$ cat src/rtl/fp_addsub_pkg.sv
// Shared geometry, width helpers and stage-1 payload type for the FP add/sub execute stage.
package fp_addsub_pkg;

   localparam int unsigned EXP_DEF   = 5;
   localparam int unsigned MANT_DEF  = 10;
   localparam int unsigned GUARD_DEF = 5;

   function automatic int unsigned sum_w(input int unsigned mant, input int unsigned guard);
      return mant + guard + 2;
   endfunction

   function automatic int unsigned lzc_w(input int unsigned w);
      return $clog2(w + 1);
   endfunction

   localparam int unsigned SUM_W_DEF = sum_w(MANT_DEF, GUARD_DEF);
   localparam int unsigned LZC_W_DEF = lzc_w(SUM_W_DEF);

   // Stage-1 payload at the default geometry: guard-extended operands plus controls.
   typedef struct packed {
      logic [SUM_W_DEF-2:0] x;
      logic [SUM_W_DEF-2:0] y;
      logic                 opr;
      logic                 sgn;
   } s1_t;

endpackage

$ cat src/rtl/fp_lzc.sv
// Combinational leading-zero counter; reports W for an all-zero input.
module fp_lzc
   import fp_addsub_pkg::*;
#(
   parameter int unsigned W = SUM_W_DEF
) (
   input  logic [W-1:0]        din,
   output logic [lzc_w(W)-1:0] cnt_c
);

   localparam int unsigned CW = lzc_w(W);

   // Scan upward so the highest set bit is the last one to write the count.
   always_comb begin
      cnt_c = CW'(W);
      for (int unsigned i = 0; i < W; i++) begin
         if (din[i]) begin
            cnt_c = CW'(W - 1 - i);
         end
      end
   end

endmodule

$ cat src/rtl/fp_addsub_exec_pipe.sv
// Two-stage mantissa add/sub execute stage between align and normalise/round.
module fp_addsub_exec_pipe
   import fp_addsub_pkg::*;
#(
   parameter int unsigned EXP   = EXP_DEF,
   parameter int unsigned MANT  = MANT_DEF,
   parameter int unsigned GUARD = GUARD_DEF
) (
   input  logic                                clk,
   input  logic                                reset,
   input  logic                                in_valid,
   output logic                                in_ready,
   input  logic [MANT-1:0]                     mmax,
   input  logic [MANT:0]                       mmin,
   input  logic                                sa,
   input  logic                                sb,
   input  logic                                max_ab,
   input  logic                                op_mode,
   output logic                                out_valid,
   input  logic                                out_ready,
   output logic [sum_w(MANT, GUARD)-1:0]       sum,
   output logic                                psgn,
   output logic                                opr,
   output logic                                zero,
   output logic                                carry,
   output logic [lzc_w(sum_w(MANT, GUARD))-1:0] lzc
);

   localparam int unsigned SUM_W = sum_w(MANT, GUARD);
   localparam int unsigned LZC_W = lzc_w(SUM_W);
   localparam int unsigned OPW   = SUM_W - 1;

   if (EXP == 0 || MANT == 0 || GUARD == 0) begin : g_param_chk
      $error("fp_addsub_exec_pipe: EXP, MANT and GUARD must be non-zero");
   end

   typedef struct packed {
      logic [OPW-1:0] x;
      logic [OPW-1:0] y;
      logic           opr;
      logic           sgn;
   } stage1_t;

   logic       s1_valid;
   logic       s2_valid;
   logic       s2_ready;
   stage1_t    s1;

   logic [SUM_W-1:0] sum_n;
   logic             sgn_n;
   logic [LZC_W-1:0] lzc_n;

   // Backpressure chain; no combinational path from in_valid to out_valid.
   assign s2_ready  = !s2_valid || out_ready;
   assign in_ready  = !s1_valid || s2_ready;
   assign out_valid = s2_valid;

   // Stage 1: build guard-extended operands and resolve the effective operation.
   always_ff @(posedge clk or posedge reset) begin
      if (reset) begin
         s1_valid <= 1'b0;
         s1       <= '0;
      end else begin
         if (in_ready) begin
            s1_valid <= in_valid;
         end
         if (in_valid && in_ready) begin
            s1.x   <= {1'b1, mmax, {GUARD{1'b0}}};
            s1.y   <= {mmin, {GUARD{1'b0}}};
            s1.opr <= op_mode ^ sa ^ sb;
            s1.sgn <= max_ab ? sb : sa;
         end
      end
   end

   // Stage-2 datapath: magnitude is always non-negative; an exact cancel gives +0.
   always_comb begin
      sum_n = SUM_W'(s1.x) + SUM_W'(s1.y);
      sgn_n = s1.sgn;
      if (s1.opr) begin
         if (s1.x >= s1.y) begin
            sum_n = SUM_W'(s1.x - s1.y);
         end else begin
            sum_n = SUM_W'(s1.y - s1.x);
            sgn_n = ~s1.sgn;
         end
         if (sum_n == '0) begin
            sgn_n = 1'b0;
         end
      end
   end

   fp_lzc #(.W(SUM_W)) u_lzc (
      .din   (sum_n),
      .cnt_c (lzc_n)
   );

   // Stage 2: result registers, held while the consumer stalls.
   always_ff @(posedge clk or posedge reset) begin
      if (reset) begin
         s2_valid <= 1'b0;
         sum      <= '0;
         psgn     <= 1'b0;
         opr      <= 1'b0;
         zero     <= 1'b0;
         carry    <= 1'b0;
         lzc      <= '0;
      end else begin
         if (s2_ready) begin
            s2_valid <= s1_valid;
         end
         if (s1_valid && s2_ready) begin
            sum   <= sum_n;
            psgn  <= sgn_n;
            opr   <= s1.opr;
            zero  <= (sum_n == '0);
            carry <= sum_n[SUM_W-1];
            lzc   <= lzc_n;
         end
      end
   end

endmodule

$ cat config.mk
export PLATFORM = sky130hd
export DESIGN_NAME = fp_addsub_exec_pipe
export DESIGN_NICKNAME = d
export VERILOG_FILES = /design/src/rtl/fp_addsub_pkg.sv /design/src/rtl/fp_lzc.sv /design/src/rtl/fp_addsub_exec_pipe.sv
export SDC_FILE = /design/constraint.sdc
export NUM_CORES = 1
export LEC_CHECK = 0
export CORE_UTILIZATION = 50
export DETAILED_ROUTE_END_ITERATION = 10
export PLACE_DENSITY = 0.74
export SLEW_MARGIN = 20
export SYNTH_ARGS = -nofsm -noshare
export SYNTH_HDL_FRONTEND = slang
export SYNTH_SLANG_ARGS = --single-unit
$ cat constraint.sdc
create_clock -name clk -period 5.25 [get_ports clk]
set_input_delay 0.7875 -clock clk [delete_from_list [all_inputs] [get_ports clk]]
set_output_delay 0.7875 -clock clk [all_outputs]
set_load 0.02 [all_outputs]
**Word level (Yosys, flattened, before mapping)**

Index checks and enable logic that the tools add are counted.

- Flip-flop bits (word level): 52
- Input port bits: 29
- Output and inout bits: 28
- Logic and storage cells: 51

- Add/sub/neg operators: 3
- Order comparisons: 1
- Mux-type cells: 24
- Bitwise gates (word level): 3
- Reduce and logical (&&, ||, !) cells: 8

Operators by type and width:

| kind | count |
|---|---|
| $mux W5 | 16 |
| $mux W17 | 3 |
| $logic_not A17 Y1 | 2 |
| $sub A16 B16 Y17 | 2 |
| $add A16 B16 Y17 | 1 |
| $ge A16 B16 Y1 | 1 |
| $mux W1 | 5 |
| $logic_and A1 B1 Y1 | 2 |
| $logic_not A1 Y1 | 2 |
| $logic_or A1 B1 Y1 | 2 |
| $xor A1 B1 Y1 | 2 |
| $not A1 Y1 | 1 |

**Depth between registers and ports, before layout**

- Depth in word-level cells: 21
- Gate-level depth with buffers: 14
- Mapped depth without buffers: 13

**By module**

Synthesis repeated with hierarchy kept, for this count alone.

- Cells, all modules: 436
- Area total of the unflattened synthesis: 3872.5 µm²

Modules (own cells, without submodules):

| module | instances | cells each | area an instance (µm²) | seq. area each (µm²) |
|---|---|---|---|---|
| fp_addsub_exec_pipe | 1 | 405 | 3684.8 | 1151.1 |
| fp_lzc | 1 | 31 | 187.7 | 0.0 |

**Least setup slack after synthesis**

OpenSTA, ideal clock, no wires.

- Path type: register -> register
- Start point: reg s1[23] (netlist bit)
- End point: reg psgn
- Setup time: 119 ps
- Data arrival time: 3154 ps
- Required time: 5131 ps
- Setup slack: 1977 ps
- Stages on the path, launching flop included: 14
- Buffers on the path: 1
- Period minus slack after synthesis: 3273 ps
- Cell sequence: dfrtp_1 inv_1 ha_1 inv_1 fa_1 a21o_1 a21oi_4 a211oi_2 buf_2 o21ai_0 nand4_1 or4_1 or4_1 o21a_1

- Word-level cells in the longest chain between the ends: 6
- Elaborated cells between the ends (all ways): 9
- Classes of those cells: 2 x add/sub; 1 x order compare; 5 x mux; 1 x reduce/logical

RTL lines:

| element | line | source |
|---|---|---|
| start, declared | fp_addsub_exec_pipe.sv:47 | `stage1_t s1;` |
| $sub A16 B16 Y17, or another cell as far along | fp_addsub_exec_pipe.sv:84 | `sum_n = SUM_W'(s1.y - s1.x);` |
| $mux W17 | fp_addsub_exec_pipe.sv:81 | `if (s1.x >= s1.y) begin` |
| $mux W17 | fp_addsub_exec_pipe.sv:80 | `if (s1.opr) begin` |
| $logic_not A17 Y1 | fp_addsub_exec_pipe.sv:87 | `if (sum_n == '0) begin` |
| $mux W1 (*) | fp_addsub_exec_pipe.sv:87 |  |
| $mux W1 (*) | fp_addsub_exec_pipe.sv:80 |  |
| end signal, assigned | fp_addsub_exec_pipe.sv:114 | `psgn <= sgn_n;` |
| end, declared | fp_addsub_exec_pipe.sv:22 | `output logic psgn,` |

Every way passes the cells marked *; elsewhere a longest branch is shown, timed or not. The select of a mux whose other input is x is not followed.
A chain may end at the register's enable or synchronous reset.

**Worst setup path after layout**

- Start point: reg s1[12] (netlist bit)
- End point: reg zero

- Word-level cells in the longest chain between the ends: 5
- Elaborated cells between the ends (all ways): 8
- Classes of those cells: 3 x add/sub; 1 x order compare; 3 x mux; 1 x reduce/logical

RTL lines:

| element | line | source |
|---|---|---|
| $sub A16 B16 Y17, or another cell as far along | fp_addsub_exec_pipe.sv:84 |  |
| $mux W17 | fp_addsub_exec_pipe.sv:81 |  |
| $mux W17 | fp_addsub_exec_pipe.sv:80 |  |
| $mux W17 (*) | fp_addsub_exec_pipe.sv:80 |  |
| $logic_not A17 Y1 (*) | fp_addsub_exec_pipe.sv:116 | `zero <= (sum_n == '0);` |
| end signal, assigned | fp_addsub_exec_pipe.sv:116 |  |
| end, declared | fp_addsub_exec_pipe.sv:24 | `output logic zero,` |

Marked as above.

==> flow_summary.yaml <==
critical_path:
  start_kind: "register"
  cp_top_family: "compound AO/OA/AOI/OAI gates"
  cp-end-kind: "register"
  crit_cells: 11
  cpPeakStageDelay_ps: 810
  critPathMaxFanout: 16
  worstPathCellList: "inv_1, ha_1, a21oi_1, o21a_1, o21ai_1, o21ai_1, and4_1, nor4_1, nand4_1, and4b_1, a21o_1"
  crit_start: "s1[12]"
  critPathMostFrequentCell: "o21ai_1"
  crit_required_ps: 5500
  critPathBufInv: 1
  r2r_start: "s1[12]"
  cpMaxStageDelayCell: "o21ai_1"
  arrival_ps: 4170
  criticalPathCategory: "reg2reg"
  reg2regPathDepth: 11
drt:
  post_drt_via_cell_ratio: 5.762
  route.met2.wl_mm: 4.444
  wl_met1_mm: 4.528
  drtAntennaViolNets: 0
  top_layer: "met4"
  drt_wl_total_mm: 9.501
  dr_wl_met3_um: 419
  drt_iter0_markers: 399
  drc: 0
  vias: 3388
  dr.pass1.iters: 4
  routedWlPerCell_um: 16.16
yosys:
  ys_seq_elements: 46
  ys.warnings.count: 0
  synthFlopType: "dfrtp_1"
  syn_area_um2: 3846
  syn_inst: 453
  ys_seq_area_share_pct: 29.93
  ys_types: 63
  synth_edf_count: 0
  syn_avg_cell_area_um2: 8.490
  async_flop_share_pct: 100.0
global_route:
  grt_use_total_pct: 24.28
  grt-ovfl-total: 0
  grt_pass1_wl_mm: 15.64
  antenna_found_initial: 0
  grt_pass1_vias: 3206
  grt_max_degree: 47
clock_network:
  postCtsSetupRepairBufs: 0
  root_buffer: "clkbuf_8"
  worstSkewPairLatency_ps: 310
  clk_pin_slew_ps: 90
  cts_buffer_depth: 2
  cts_resized: 0
  numCtsBuffers: 5
  cts.hold.buffers_added: 0
  cts_tree: "done"
  clkSinkCount: 46
  cts-htree-levels: 2
final_layout:
  multi_input_area_um2: 2430
  fin_nets: 553
  final_cell_mix: "nand2_1 (51), clkdlybuf4s50_1 (51), dfrtp_1 (46)"
  seqCellArea_um2: 1151
  n_antenna_cell: 0
  area_growth_pct: 17.01
  drive_above_1_share_pct: 8.384
  nFillCells: 645
placement:
  gp_congestion: 0.8731
  portBuffers: 51
  dpl.hpwl_mm: 7.312
power_and_ir_drop:
  p_per_area_nw_per_um2: 417.5
  leakage_nw: 2.018
  p_comb_share_pct: 56.0
  total_power_mw: 1.879
  peakVddDrop_mv: 0.1721
  p_int_mw: 1.073
  p_clk_share_pct: 17.6
  p_sw_mw: 0.8064
  pwr-share-seq_pct: 26.4
  p_sw_share_pct: 42.91
worst_hold_path:
  hold_start: "zero"
  min_path_type: "reg2reg"
  hold_path_depth: 1
floorplanning:
  dieArea_um2: 8047
  die_w_um: 89.71
  ioPinCount: 57
  fp-row-count: 31
  start_util_pct: 52.47
  die_h_um: 89.71
  coreArea_um2: 7331
timing:
  min_period_ps: 3911
  slew-limit-headroom_pct: 28.85
  setup_viol: 0
  tightest_slew_ps: 1065
  tns_ps: 0
  finalCritPeriodShare_pct: 74.50
  clock.fmax_mhz: 255.7
  finClkSkew_ps: 10.35
  rsz0062_at_grt: "false"
  hold_viol_final: 0
  finalMaxSlewViolations: 0
job:
  drv_cap: 0
status:
  status: "finished, final reports clean"
## layer usage
layer	vias up	track usage [%]
met4	0	6.557
met5	-	0
met1	1591	34.03
met3	10	3.384
met2	110	39.23
li1	1677	-
## synth_stat cells (all sizes together) (4+ instances only)
cell    instances  area (um^2)
dfrtp          46         1151
a21oi          27        146.4
a21o            8        60.06
nor2           24        90.09
o21a           10        75.07
nand2b          6        37.54
nand2          52        202.7
mux2           21        236.5
o211ai          6        45.04
nand4           8        50.05
xnor2           7        61.31
a211oi          8        65.06
ha             33        412.9
a31oi           6        37.54
or3             5        31.28
o21ai          27        135.1
o31ai           5        37.54
mux2i           5        50.05
buf            14        96.33
inv            34        127.6
clkbuf         15        56.30
or4             4        30.03
o22ai           4        25.02
nand3           9        45.04
nor3           14        70.07
nor2b           5        31.28
## final timing paths
check	end	slack [ps]
max	zero	1340
min	zero	480
max reg2reg	zero	1340
min reg2reg	zero	480
max in group asynchronous	s1[7]	3660
min in group asynchronous	sum[16]	1000
## registers in the layout (all words and copies together), names as in the netlist
register   cells
out_valid      1
s1            24
lzc            5
sum           12
opr            1
psgn           1
zero           1
s1_valid       1
## cell families (layout without fill, tap and decap cells)
logic type	Yosys count	count (layout)	synth area share [%]
multiplexers	26	26	7.450
XOR/XNOR	10	10	2.277
AND/OR/NAND/NOR	146	146	18.87
flip-flops	46	46	29.93
adder cells (fa/ha/maj)	36	36	12.30
AO/OA/AOI/OAI	125	125	21.80
buffers and inverters	63	95	7.286
other	1	5	0.09750
## stage by stage
step / utilization [%] / worst slack, ps / cells / cell area [um^2] / hold slack (ps)
6_report: 61.39 / 1339 / 588 / 4501 / 480.5
3_3_place_gp: 59.45 / 1489 / 580 / 4358 / 458.7
3_5_place_dp: 59.45 / 1405 / 580 / 4358 / 464.6
2_1_floorplan: - / 1977 / 457 / 3861 / 469.2
5_1_grt: 61.39 / 882.2 / 588 / 4501 / 499.6
4_1_cts: 61.39 / 1390 / 588 / 4501 / 487.7
## final cells by class
| class | count | share of cell area, % |
|---|---|---|
| Inverter | 34 | 2.836 |
| Clock buffer | 6 | 1.835 |
| Clock inverter | 2 | 1.334 |
| Tap cell | 99 | 2.752 |
| Timing Repair Buffer | 53 | 11.68 |
| Multi-Input combinational cell | 348 | 53.99 |
| Sequential cell | 46 | 25.58 |
## power groups by stage
stage	combinational, mW	sequential (mW)	clock, mW
floorplan	0.662	0.565	0
global placement	1.03	0.500	0
detailed placement	1.04	0.506	0
CTS	1.04	0.499	0.340
global route	1.15	0.510	0.352
finish	1.05	0.496	0.331
Power figures use the tool's default switching activity.
